--- src/rtl/tap_ctrl.sv ---
// tap_ctrl: IEEE 1149.1-style TAP controller clocked by the system clock.
// Each clk cycle is one TAP step. The block holds the instruction register,
// the bypass register and the IDCODE register. It drives capture/shift/update
// strobes and chain selects to an external boundary-scan register (BSR), and
// muxes the serial return onto tdo.
module tap_ctrl #(
  parameter int          IR_WIDTH   = 4,
  parameter logic [31:0] IDCODE_VAL = 32'h1876_5001
) (
  input  logic                clk,
  input  logic                reset,
  input  logic                tms,
  input  logic                tdi,
  input  logic                bsr_tdo,
  output logic                tdo,
  output logic                tdo_en,
  output logic                capture_dr,
  output logic                shift_dr,
  output logic                update_dr,
  output logic                select_bsr,
  output logic                extest,
  output logic [IR_WIDTH-1:0] ir_out,
  output logic                tlr
);

  localparam logic [IR_WIDTH-1:0] INSTR_EXTEST = '0;
  localparam logic [IR_WIDTH-1:0] INSTR_SAMPLE = IR_WIDTH'(1);
  localparam logic [IR_WIDTH-1:0] INSTR_IDCODE = IR_WIDTH'(2);
  localparam logic [IR_WIDTH-1:0] IR_CAPTURE   = IR_WIDTH'(1);

  typedef enum logic [3:0] {
    TLR, RTI,
    SEL_DR, CAP_DR, SH_DR, EX1_DR, PAUSE_DR, EX2_DR, UPD_DR,
    SEL_IR, CAP_IR, SH_IR, EX1_IR, PAUSE_IR, EX2_IR, UPD_IR
  } state_t;

  state_t               state;
  state_t               state_next;
  logic                 go_tlr;
  logic [IR_WIDTH-1:0]  ir_sr;
  logic                 bypass_reg;
  logic [31:0]          idcode_reg;
  logic                 sel_idcode;

  // Instruction decode; any code other than EXTEST/SAMPLE/IDCODE acts as BYPASS.
  assign select_bsr = (ir_out == INSTR_EXTEST) || (ir_out == INSTR_SAMPLE);
  assign extest     = (ir_out == INSTR_EXTEST);
  assign sel_idcode = (ir_out == INSTR_IDCODE);

  // TAP state transition table (next state for the sampled tms).
  always_comb begin
    // NOTE: every always_comb output gets a default first so no path can infer a latch.
    state_next = state;
    case (state)
      TLR:      state_next = tms ? TLR    : RTI;
      RTI:      state_next = tms ? SEL_DR : RTI;
      SEL_DR:   state_next = tms ? SEL_IR : CAP_DR;
      CAP_DR:   state_next = tms ? EX1_DR : SH_DR;
      SH_DR:    state_next = tms ? EX1_DR : SH_DR;
      EX1_DR:   state_next = tms ? UPD_DR : PAUSE_DR;
      PAUSE_DR: state_next = tms ? EX2_DR : PAUSE_DR;
      EX2_DR:   state_next = tms ? UPD_DR : SH_DR;
      UPD_DR:   state_next = tms ? SEL_DR : RTI;
      SEL_IR:   state_next = tms ? TLR    : CAP_IR;
      CAP_IR:   state_next = tms ? EX1_IR : SH_IR;
      SH_IR:    state_next = tms ? EX1_IR : SH_IR;
      EX1_IR:   state_next = tms ? UPD_IR : PAUSE_IR;
      PAUSE_IR: state_next = tms ? EX2_IR : PAUSE_IR;
      EX2_IR:   state_next = tms ? UPD_IR : SH_IR;
      UPD_IR:   state_next = tms ? SEL_DR : RTI;
      default:  state_next = TLR;
    endcase
  end

  // Entering Test-Logic-Reset by tms is treated exactly like the reset pin.
  assign go_tlr = reset || (state_next == TLR);

  // FSM, scan registers and registered state-decode outputs.
  always_ff @(posedge clk) begin
    // NOTE: sequential state uses non-blocking assignments so every register
    // samples pre-edge values regardless of statement order.
    if (go_tlr) begin
      state      <= TLR;
      ir_out     <= INSTR_IDCODE;
      ir_sr      <= IR_CAPTURE;
      bypass_reg <= 1'b0;
      idcode_reg <= IDCODE_VAL;
      tlr        <= 1'b1;
      tdo_en     <= 1'b0;
      capture_dr <= 1'b0;
      shift_dr   <= 1'b0;
      update_dr  <= 1'b0;
    end else begin
      state      <= state_next;
      tlr        <= 1'b0;
      tdo_en     <= (state_next == SH_DR) || (state_next == SH_IR);
      capture_dr <= (state_next == CAP_DR);
      shift_dr   <= (state_next == SH_DR);
      update_dr  <= (state_next == UPD_DR);
      case (state)
        CAP_IR: ir_sr  <= IR_CAPTURE;
        SH_IR:  ir_sr  <= {tdi, ir_sr[IR_WIDTH-1:1]};
        UPD_IR: ir_out <= ir_sr;
        CAP_DR: begin
          bypass_reg <= 1'b0;
          if (sel_idcode) idcode_reg <= IDCODE_VAL;
        end
        SH_DR: begin
          bypass_reg <= tdi;
          if (sel_idcode) idcode_reg <= {tdi, idcode_reg[31:1]};
        end
        default: ;
      endcase
    end
  end

  // Serial return mux, built from registered sources only (plus bsr_tdo).
  always_comb begin
    tdo = 1'b0;
    if (state == SH_IR) begin
      tdo = ir_sr[0];
    end else if (state == SH_DR) begin
      if (select_bsr)      tdo = bsr_tdo;
      else if (sel_idcode) tdo = idcode_reg[0];
      else                 tdo = bypass_reg;
    end
  end

endmodule

--- config.mk ---
export PLATFORM = sky130hd
export DESIGN_NAME = tap_ctrl
export DESIGN_NICKNAME = d
export VERILOG_FILES = /design/src/rtl/tap_ctrl.sv
export SDC_FILE = /design/constraint.sdc
export NUM_CORES = 1
export LEC_CHECK = 0
export ABC_AREA = 0
export CORE_ASPECT_RATIO = 0.5
export CORE_MARGIN = 10
export CORE_UTILIZATION = 60
export DETAILED_ROUTE_END_ITERATION = 8
export PLACE_DENSITY_LB_ADDON = 0.1
export RECOVER_POWER = 25
export SLEW_MARGIN = 20
export SYNTH_ARGS = -nofsm -noshare
export SYNTH_HDL_FRONTEND = slang
export SYNTH_SLANG_ARGS = --single-unit
export TNS_END_PERCENT = 1
--- constraint.sdc ---
create_clock -name clk -period 3.35 [get_ports clk]
set_input_delay 0.335 -clock clk [delete_from_list [all_inputs] [get_ports clk]]
set_output_delay 0.335 -clock clk [all_outputs]
set_load 0.02 [all_outputs]
# ---- Word-level counts from Yosys, hierarchy flattened
# Index checks and enable logic that the tools add are counted.
dict set report op_classes {
  reduce_logical 12
  n_mux 23
  n_eq_ne 23
}
# cell n
set op_table {}
lappend op_table {{$mux W32} 2}
lappend op_table {{$pmux W32 S2} 1}
lappend op_table {{$pmux W4 S12} 1}
lappend op_table {{$eq A4 B4 Y1 const B} 10}
lappend op_table {{$eq A4 B3 Y1 const B} 5}
lappend op_table {{$eq A4 B2 Y1 const B} 4}
lappend op_table {{$mux W4} 4}
lappend op_table {{$logic_not A4 Y1} 3}
lappend op_table {{$eq A4 B1 Y1 const B} 2}
lappend op_table {{$mux W1} 8}
lappend op_table {{$pmux W4 S2} 1}
lappend op_table {{$mux W2} 3}
lappend op_table {{$mux W3} 2}
lappend op_table {{$ne A2 B2 Y1 const B} 2}
lappend op_table {{$reduce_bool A2 Y1} 2}
lappend op_table {{$reduce_or A2 Y1} 2}
lappend op_table {{$logic_or A1 B1 Y1} 3}
lappend op_table {{$reduce_and A3 Y1} 1}
lappend op_table {{$reduce_or A3 Y1} 1}
lappend op_table {{$pmux W1 S2} 1}
dict set report totals {
  regBits 50
  in_bits 5
  out_inout_bits 12
  wordCells 68
}

# ---- Longest topological paths before layout
# Gate-level depths: netlist of the first run.
dict set report depth {
  depth_word 6
  mapped_depth 6
  ltp_nobuf 4
}

# ---- Worst setup path after synthesis of the first run
# Ideal clock, no wire load.
dict set report synth_path {
  path_kind {reg2out}
  start {register state[2]}
  end {output tdo}
  path_buffers 2
  path_slack_ns 1.523
  stages_incl_launch_ff 6
  t_required_ns 3.015
  arrival_time_ns 1.492
  path_cell_list {dfxtp_1 -> clkbuf_1 -> clkbuf_1 -> nor4b_1 -> o2111ai_1 -> nand2_1}
}
dict set report synth_via {
  elab_chain_len 3
  word_cells_on_any_way 4
  cone_classes {2 x eq/ne; 2 x mux}
}
# element line_no
set synth_rtl {}
lappend synth_rtl {{start, declared} 37} ;# state_t state;
lappend synth_rtl {{start signal, assigned} 94} ;# state <= state_next;
lappend synth_rtl {{$eq A4 B3 Y1} 122} ;# end else if (state == SH_DR) begin
lappend synth_rtl {{$mux W1} 122}
lappend synth_rtl {{$mux W1 (*)} 120} ;# if (state == SH_IR) begin
lappend synth_rtl {{end, declared} 15} ;# output logic tdo,
# Mark *: on every way between the ends. The rest lies on a longest branch, timed or not.

# ---- Final worst setup path of the first run
dict set report layout_path {
  start {register state[0]}
  end {output tdo}
}
# Same word-level chain as after synthesis.

==> Flow_metrics.wiki, run 1 <==
{| class="wikitable"
! Metric !! Value
|-
| Part of the Yosys area used for sequential elements || 0.5161
|-
| Clock sink count || 50
|-
| Clock-pin slew reported for the worst setup and hold paths after clock tree synthesis || around 90 ps
|-
| Post-synth ARST share || 0
|-
| Data arrival time at the worst-slack endpoint || around 2300 ps
|-
| Total CTS buffers || 5
|-
| Fmax || between 300 and 400 MHz
|-
| Initial Util || 0.6363
|-
| Total number of placement rows || 14
|-
| Average size of a mapped cell || a little under 10 um^2
|-
| I/O pins || 17
|-
| Final setup skew || slightly below 8 ps
|-
| Overall Global Routing Usage || 0.1349
|-
| Clock tree from TritonCTS || built
|-
| Classification of the worst-slack hold path || reg -> reg
|-
| DRC Markers || 0
|-
| # setup viols final || 0
|-
| Required time reported for the critical path endpoint || 3010 ps
|-
| Detailed placer's ending HPWL || between 2000 and 2500 um
|-
| Number of instances in the synthesized netlist || around 200
|-
| Wire length per cell || around 15 um
|-
| Number of enable flip-flop cells after synthesis || 0
|-
| Status || complete, no violations
|-
| Count of input and output buffers || 16
|-
| Area of all placed cells without fillers || ~2200 um^2
|-
| Library cells used by synthesis || 46
|-
| Max-slew violation total from the final report || 0
|-
| Remaining number of nets flagged by the antenna check after routing || 0
|-
| Adder and majority cell fraction of the synthesized area || 0
|-
| Transition time of the tightest slew-check pin || ~800 ps
|-
| Vias per std cell || between 5 and 6
|-
| Period Utilization, post-route || 0.7900
|-
| Routed via count || between 1000 and 1500
|-
| Die H || 60.20 um
|-
| Total leakage power || a little over 0.8 nW
|-
| Placer Congestion || between 0.7 and 0.8
|-
| Number of hold violations in the final report || 0
|-
| R2R Path End || idcode_reg[12]
|-
| Cell area reported after detailed placement || approximately 2100 um^2
|-
| Maximum resistive drop on vdd || just under 500 uV
|-
| Net count after synthesis || 200
|-
| Via count of the first global-routing pass || ~1400
|-
| Largest fanout on the critical path || 25
|-
| Global route overflow || 0
|-
| P&R area growth vs syn || 14.90%
|-
| Number of antenna violations at the first check in global routing || 0
|-
| Count of TritonRoute iterations in the first routing pass || 4
|-
| Commonest non-fill, non-tap cell in the layout || dfxtp_1
|-
| Fraction of synthesized area in multiplexers || 0.01548
|-
| Internal reg-to-reg setup slack || roughly 1200 ps
|-
| Setup TNS Final || 0 ps
|-
| Share of cells above drive strength 1 || 0.07805
|-
| Maximum buffer depth of the clock tree || 2
|-
| Die area || about 6000 um^2
|-
| Setup CP Type || reg -> out
|-
| Hold path startpoint || idcode_reg[28]
|-
| Flip-flop count of the largest register after layout || 32
|-
| Flip-flop and latch count after synthesis || 50
|-
| Relative slew slack || 0.4666
|-
| Root buffer selected by CTS || clkbuf_8
|-
| Clock period minus worst slack || between 2000 and 3000 ps
|-
| Post-cts repair resize count || 0
|-
| Post-CTS setup-driven buffer insertion count || 0
|-
| P per Cell Area || 521.7 nW/um^2
|-
| Number of violations of the max-capacitance limit || 0
|-
| Reg2Reg Depth || 4
|-
| Core area || roughly 3000 um^2
|-
| Maximum number of pins on one net before global-route repair || 26
|-
| Main combinational cell family by area after synthesis || compound AO/OA/AOI/OAI gates
|-
| First-pass GRT wire length || between 6000 and 7000 um
|-
| Most instantiated flip-flop cell in the synthesis netlist || dfxtp_1
|-
| Simple logic cell fraction of the synthesized area || 0.1716
|-
| Clk Latency, worst-skew pair || just over 300 ps
|-
| Final Routed Wirelength || 3696 um
|-
| Compound-cell area share of the yosys netlist || 0.2477
|-
| Iteration-0 DRC Markers || between 60 and 70
|-
| Total Nets Final || about 210
|-
| Xor/xnor cell area share of the yosys netlist || 0.004516
|-
| Critical Path Start Type || register
|-
| Number of instances on the worst hold path || 1
|-
| Depth of the CTS H-tree || 2
|-
| Setup repair after global routing missed its margin || no
|-
| Yosys Warn Count || 0
|-
| Post-CTS Hold Fix Bufs || 0
|-
| Sort of element at the end of the critical path || output port
|-
| Most used cells in the layout excluding fill and tap cells || dfxtp_1, a22o_1, a21oi_1, nor2_1, o22a_1
|-
| Number of antenna diodes || 0
|-
| Reg-to-Reg Start || state[0]
|-
| Floorplan die width || around 100 um
|-
| Worst hold path endpoint || idcode_reg[28]
|-
| Cell area after synthesis || a little under 2000 um^2
|}
-- cell usage after synthesis (2+ instances only) --
library cell / instances / area, um^2
dfxtp_1: 50 / 1001
a22o_1: 22 / 192.7
a21oi_1: 11 / 55.05
clkbuf_1: 11 / 41.29
nor2_1: 10 / 37.54
o22a_1: 10 / 87.58
nand2_1: 8 / 30.03
buf_2: 6 / 30.03
nand3_1: 6 / 30.03
nor3_1: 6 / 30.03
nor2b_1: 5 / 31.28
nor4_1: 4 / 25.02
a21o_1: 3 / 22.52
mux2i_1: 3 / 30.03
nand2b_1: 3 / 18.77
nand3b_1: 3 / 22.52
inv_1: 2 / 7.510
nor3b_1: 2 / 15.01
o21ai_0: 2 / 10.01
or3_1: 2 / 12.51
-- through the flow --
step	hold slack, ps	power [mW]	setup slack (ps)	util	std cells
2_1_floorplan	431.9	0.7147	1523	-	195
3_3_place_gp	441.4	0.7411	1033	0.6929	237
3_5_place_dp	453.0	0.7433	992.0	0.6929	237
4_1_cts	475.7	1.172	673.2	0.7311	245
5_1_grt	495.7	1.212	477.6	0.7311	245
6_report	470.5	1.163	703.4	0.7311	245
-- area by class of cell --
cell class / count / area, um^2
Tap cell: 40 / 50.05
Multi-Input combinational cell: 124 / 859.6
Clock buffer: 5 / 68.82
Clock inverter: 3 / 47.55
Timing Repair Buffer: 20 / 190.2
Sequential cell: 50 / 1001
Inverter: 3 / 11.26
Fill cell: 238 / 819.5
-- per-layer routing --
layer | share of wire | global-route usage | up-vias
met3 | 0.028 | 0.04718 | 8
met1 | 0.50 | 0.1705 | 690
met4 | 0.019 | 0.07200 | 0
li1 | - | - | 746
met5 | 0 | 0 | -
met2 | 0.45 | 0.1985 | 8
-- logic make-up after synthesis --
| family | count (synthesis) |
|---|---|
| AND/OR/NAND/NOR | 58 |
| XOR/XNOR | 1 |
| multiplexers | 3 |
| flip-flops | 50 |
| AO/OA/AOI/OAI | 62 |
| buffers and inverters | 21 |
-- power breakdown --
| part | switching (mW) | internal (mW) |
|---|---|---|
| sequential | 0.0229 | 0.605 |
| clock | 0.207 | 0.226 |
| combinational | 0.0572 | 0.0441 |
| total | 0.287 | 0.875 |
-- critical path: stages, from the launching register on --
cell,delay (ps)
dfxtp_1,580
nor4b_1,550
o2111ai_1,190
nand2_1,90
clkdlybuf4s50_1,600
-- worst max path at each step --
stage,endpoint,depth (start not counted),from,slack (ps)
after floorplan,tdo,5,state[2],1520
final,tdo,4,state[0],700
after detailed placement,idcode_reg[12],5,tms,990
after global placement,tdo,4,state[0],1030
after CTS,tdo,4,state[0],670
after global routing,tdo,4,state[0],480
Power figures use the tool's default switching activity.
==> run 2: changes to the inputs <==
--- a/config.mk
+++ b/config.mk
@@ -8,7 +8,7 @@
 export ABC_AREA = 0
 export CORE_ASPECT_RATIO = 0.5
 export CORE_MARGIN = 10
-export CORE_UTILIZATION = 60
+export CORE_UTILIZATION = 50
 export DETAILED_ROUTE_END_ITERATION = 8
 export PLACE_DENSITY_LB_ADDON = 0.1
 export RECOVER_POWER = 25
==> constraint.sdc (replaced) <==
create_clock -name clk -period 2.1 [get_ports clk]
set_input_delay 0.21 -clock clk [delete_from_list [all_inputs] [get_ports clk]]
set_output_delay 0.21 -clock clk [all_outputs]
set_load 0.02 [all_outputs]
==> run 2 against run 1 <==
  * Die area up 15%
  * Setup slack worse by 550 ps
  * Flip-flop and latch count unchanged
  * Critical path depth up 2
  * Power up 64%
  * Non-clock buffer count up 8
  * Global-route usage down 1.6 points
  * Sequential share of layout area down 1.6 points
  * Critical endpoint is now idcode_reg[8]
  * Utilization down 8.7 points
  * Routed wire length up 8.2%
==> Flow_metrics.wiki, run 2 (synthesis gave the netlist of run 1 again) <==
{| class="wikitable"
! Metric !! Value
|-
| Status || complete, no violations
|-
| Wire length per cell || 15.14 um (+0.39%)
|-
| Number of hold violations in the final report || 0 (unchanged)
|-
| P per Cell Area || 826.2 nW/um^2 (+58%)
|-
| Total CTS buffers || 5 (unchanged)
|-
| Iteration-0 DRC Markers || 83 (+26%)
|-
| Largest fanout on the critical path || 22 (-12%)
|-
| Overall Global Routing Usage || 0.1192 (-0.01578)
|-
| Clk Latency, worst-skew pair || 300 ps (about the same)
|-
| Dpl cells || 256 (+8.0%)
|-
| Total leakage power || 0.8710 nW (+5.3%)
|-
| Maximum buffer depth of the clock tree || 2 (unchanged)
|-
| Clock-pin slew reported for the worst setup and hold paths after clock tree synthesis || 100 ps (about the same)
|-
| Post-route insts no fill || 264 (+7.8%)
|-
| Setup CP Type || reg -> reg
|-
| Die H || 64.04 um (+6.4%)
|-
| CP delay by family, top || simple AND/OR/NAND/NOR gates
|-
| Worst hold path endpoint || ir_sr[1]
|-
| Reg2Reg Depth || 6 (+2)
|-
| Sequential power share || 0.515 (-0.025)
|-
| P_int || 1.441 mW (+65%)
|-
| Commonest non-fill, non-tap cell in the layout || dfxtp_1
|-
| Number of antenna violations at the first check in global routing || 0 (unchanged)
|-
| Transition time of the tightest slew-check pin || 619.5 ps (-179.5 ps)
|-
| Maximum resistive drop on vdd || 419.2 uV (-14%)
|-
| Floorplan die width || 108.1 um (+7.6%)
|-
| Depth of the CTS H-tree || 2 (unchanged)
|-
| Post-CTS Hold Fix Bufs || 0 (unchanged)
|-
| Count of fill cells added during filler insertion || 301 (+26%)
|-
| P&R area growth vs syn || 19.10%
|-
| Required time reported for the critical path endpoint || 2290 ps (-720 ps)
|-
| Number of antenna diodes || 0 (unchanged)
|-
| Classification of the worst-slack hold path || reg -> reg
|-
| Number of violations of the max-capacitance limit || 0 (unchanged)
|-
| Net Switching || 0.4675 mW (+63%)
|-
| Number of instances on the worst hold path || 2 (+1)
|-
| Switching part of the total power || 0.2450 (-0.002135)
|-
| Final setup skew || 10.34 ps (+2.517 ps)
|-
| # setup viols final || 0 (unchanged)
|-
| Clock tree from TritonCTS || built
|-
| Core area || 3585 um^2 (+18%)
|-
| Cell with the largest stage delay on the worst path || dfxtp_1
|-
| Detailed placer's ending HPWL || 2617 um (+6.7%)
|-
| Total number of placement rows || 15 (+1)
|-
| Relative slew slack || 0.5870 (+0.1204)
|-
| Library cell appearing most often on the critical path || buf_4
|-
| Setup TNS Final || 0 ps (unchanged)
|-
| DRC Markers || 0 (unchanged)
|-
| Die area || 6921 um^2 (+15%)
|-
| R2R Path End || idcode_reg[8]
|-
| Clock sink count || 50 (unchanged)
|-
| Reg-to-Reg Start || state[0]
|-
| Buffers and inverters on the worst path || 2 (+1)
|-
| Via count of the first global-routing pass || 1388 (+2.0%)
|-
| I/O pins || 17 (unchanged)
|-
| Clock share of power || 0.380 (+0.007)
|-
| Internal reg-to-reg setup slack || 150 ps (-1030 ps)
|-
| Count of TritonRoute iterations in the first routing pass || 4 (unchanged)
|-
| Share of cells above drive strength 1 || 0.1221 (+0.04402)
|-
| Total Nets Final || 217 (+3.8%)
|-
| Share of total power in combinational logic || 0.105 (+0.018)
|-
| Vias per std cell || 5.617 (-5.2%)
|-
| Final core utilization || 0.6443 (-0.08679)
|-
| Tot Pwr || 1.908 mW (+64%)
|-
| Critical Path Start Type || register
|-
| Count of input and output buffers || 16 (unchanged)
|-
| Initial Util || 0.5410 (-0.09528)
|-
| Cell chain of the critical path || buf_4, nor2b_1, nor4_1, o32ai_2, buf_4, a22o_1
|-
| Root buffer selected by CTS || clkbuf_8
|-
| Most used cells in the layout excluding fill and tap cells || dfxtp_1, a22o_1, a21oi_1, buf_4
|-
| Max-slew violation total from the final report || 0 (unchanged)
|-
| Hold path startpoint || ir_sr[1]
|-
| Flip-flop count of the largest register after layout || 32 (unchanged)
|-
| Setup repair after global routing missed its margin || no
|-
| Data arrival time at the worst-slack endpoint || 2140 ps (-170 ps)
|-
| Final Routed Wirelength || 3998 um (+8.2%)
|-
| Period Utilization, post-route || 0.9293
|-
| Fmax || between 500 and 600 MHz
|-
| Placer Congestion || 0.7994 (+0.90%)
|-
| Routed via count || 1483 (+2.1%)
|-
| Remaining number of nets flagged by the antenna check after routing || 0 (unchanged)
|-
| Sort of element at the end of the critical path || register
|-
| Maximum number of pins on one net before global-route repair || 23 (-12%)
|-
| Clock period minus worst slack || a little under 2000 ps
|-
| Global route overflow || 0 (unchanged)
|-
| Largest incremental delay on the critical path || 490 ps (-110 ps)
|-
| First-pass GRT wire length || 6844 um (+6.3%)
|}
run 2: tightest hold or removal path, stage by stage, from the launching register on:
cell and delay, ps:
dfxtp_1 320, nand2_1 50, a21oi_1 50
run 2: power groups by stage:
| stage | registers, mW | logic (mW) | clock network [mW] |
|---|---|---|---|
| after CTS | 0.983 | 0.203 | 0.734 |
| after floorplan | 1.00 | 0.139 | 0 |
| after global routing | 0.986 | 0.222 | 0.787 |
| after detailed placement | 1.00 | 0.201 | 0 |
| final | 0.983 | 0.200 | 0.725 |
| after global placement | 1.00 | 0.197 | 0 |
run 2: area by class of cell:
| cell class | instances | area [um^2] | share of cell area |
|---|---|---|---|
| clock inverters | 2 | 38.79 | 0.01679 |
| clock buffers | 6 | 82.58 | 0.03575 |
| flip-flops and latches | 50 | 1001 | 0.4334 |
| inverters | 3 | 11.26 | 0.004875 |
| well taps | 51 | 63.81 | 0.02763 |
| repair buffers | 28 | 245.2 | 0.1062 |
| multi-input cells | 124 | 867.1 | 0.3754 |
run 2: routing by layer:
metal | wire, um | vias to the layer above | GRT usage
li1 | - | 765 | -
met3 | 139 | 4 | 0.04200
met4 | 31 | 0 | 0.03146
met2 | 1721 | 15 | 0.1714
met1 | 2104 | 699 | 0.1637
met5 | 0 | - | 0
run 2: worst max path at each step:
stage / startpoint / end / cells after the start
2_1_floorplan: ir_out[1] / idcode_reg[0] / 4
3_3_place_gp: tms / idcode_reg[27] / 5
3_5_place_dp: tms / idcode_reg[21] / 5
4_1_cts: state[0] / idcode_reg[21] / 5
5_1_grt: state[3] / idcode_reg[23] / 6
6_report: state[0] / idcode_reg[8] / 6
run 2: what timing repair did:
action | 4_1_cts | 5_1_grt
gates resized for setup | 2 | 1
buffers inserted | 0 | 0
setup endpoints to repair | 1 | 10
cloned | 0 | 0
hold endpoints to repair | 0 | 0
run 2: metrics by stage:
stage	instance area, um^2	hold WS (ps)	setup slack [ps]
floorplan	1939	342.7	306.9
global placement	2186	442.9	189.8
detailed placement	2186	451.7	110.3
CTS	2312	465.5	114.2
global route	2310	495.8	33.76
finish	2310	457.3	148.6
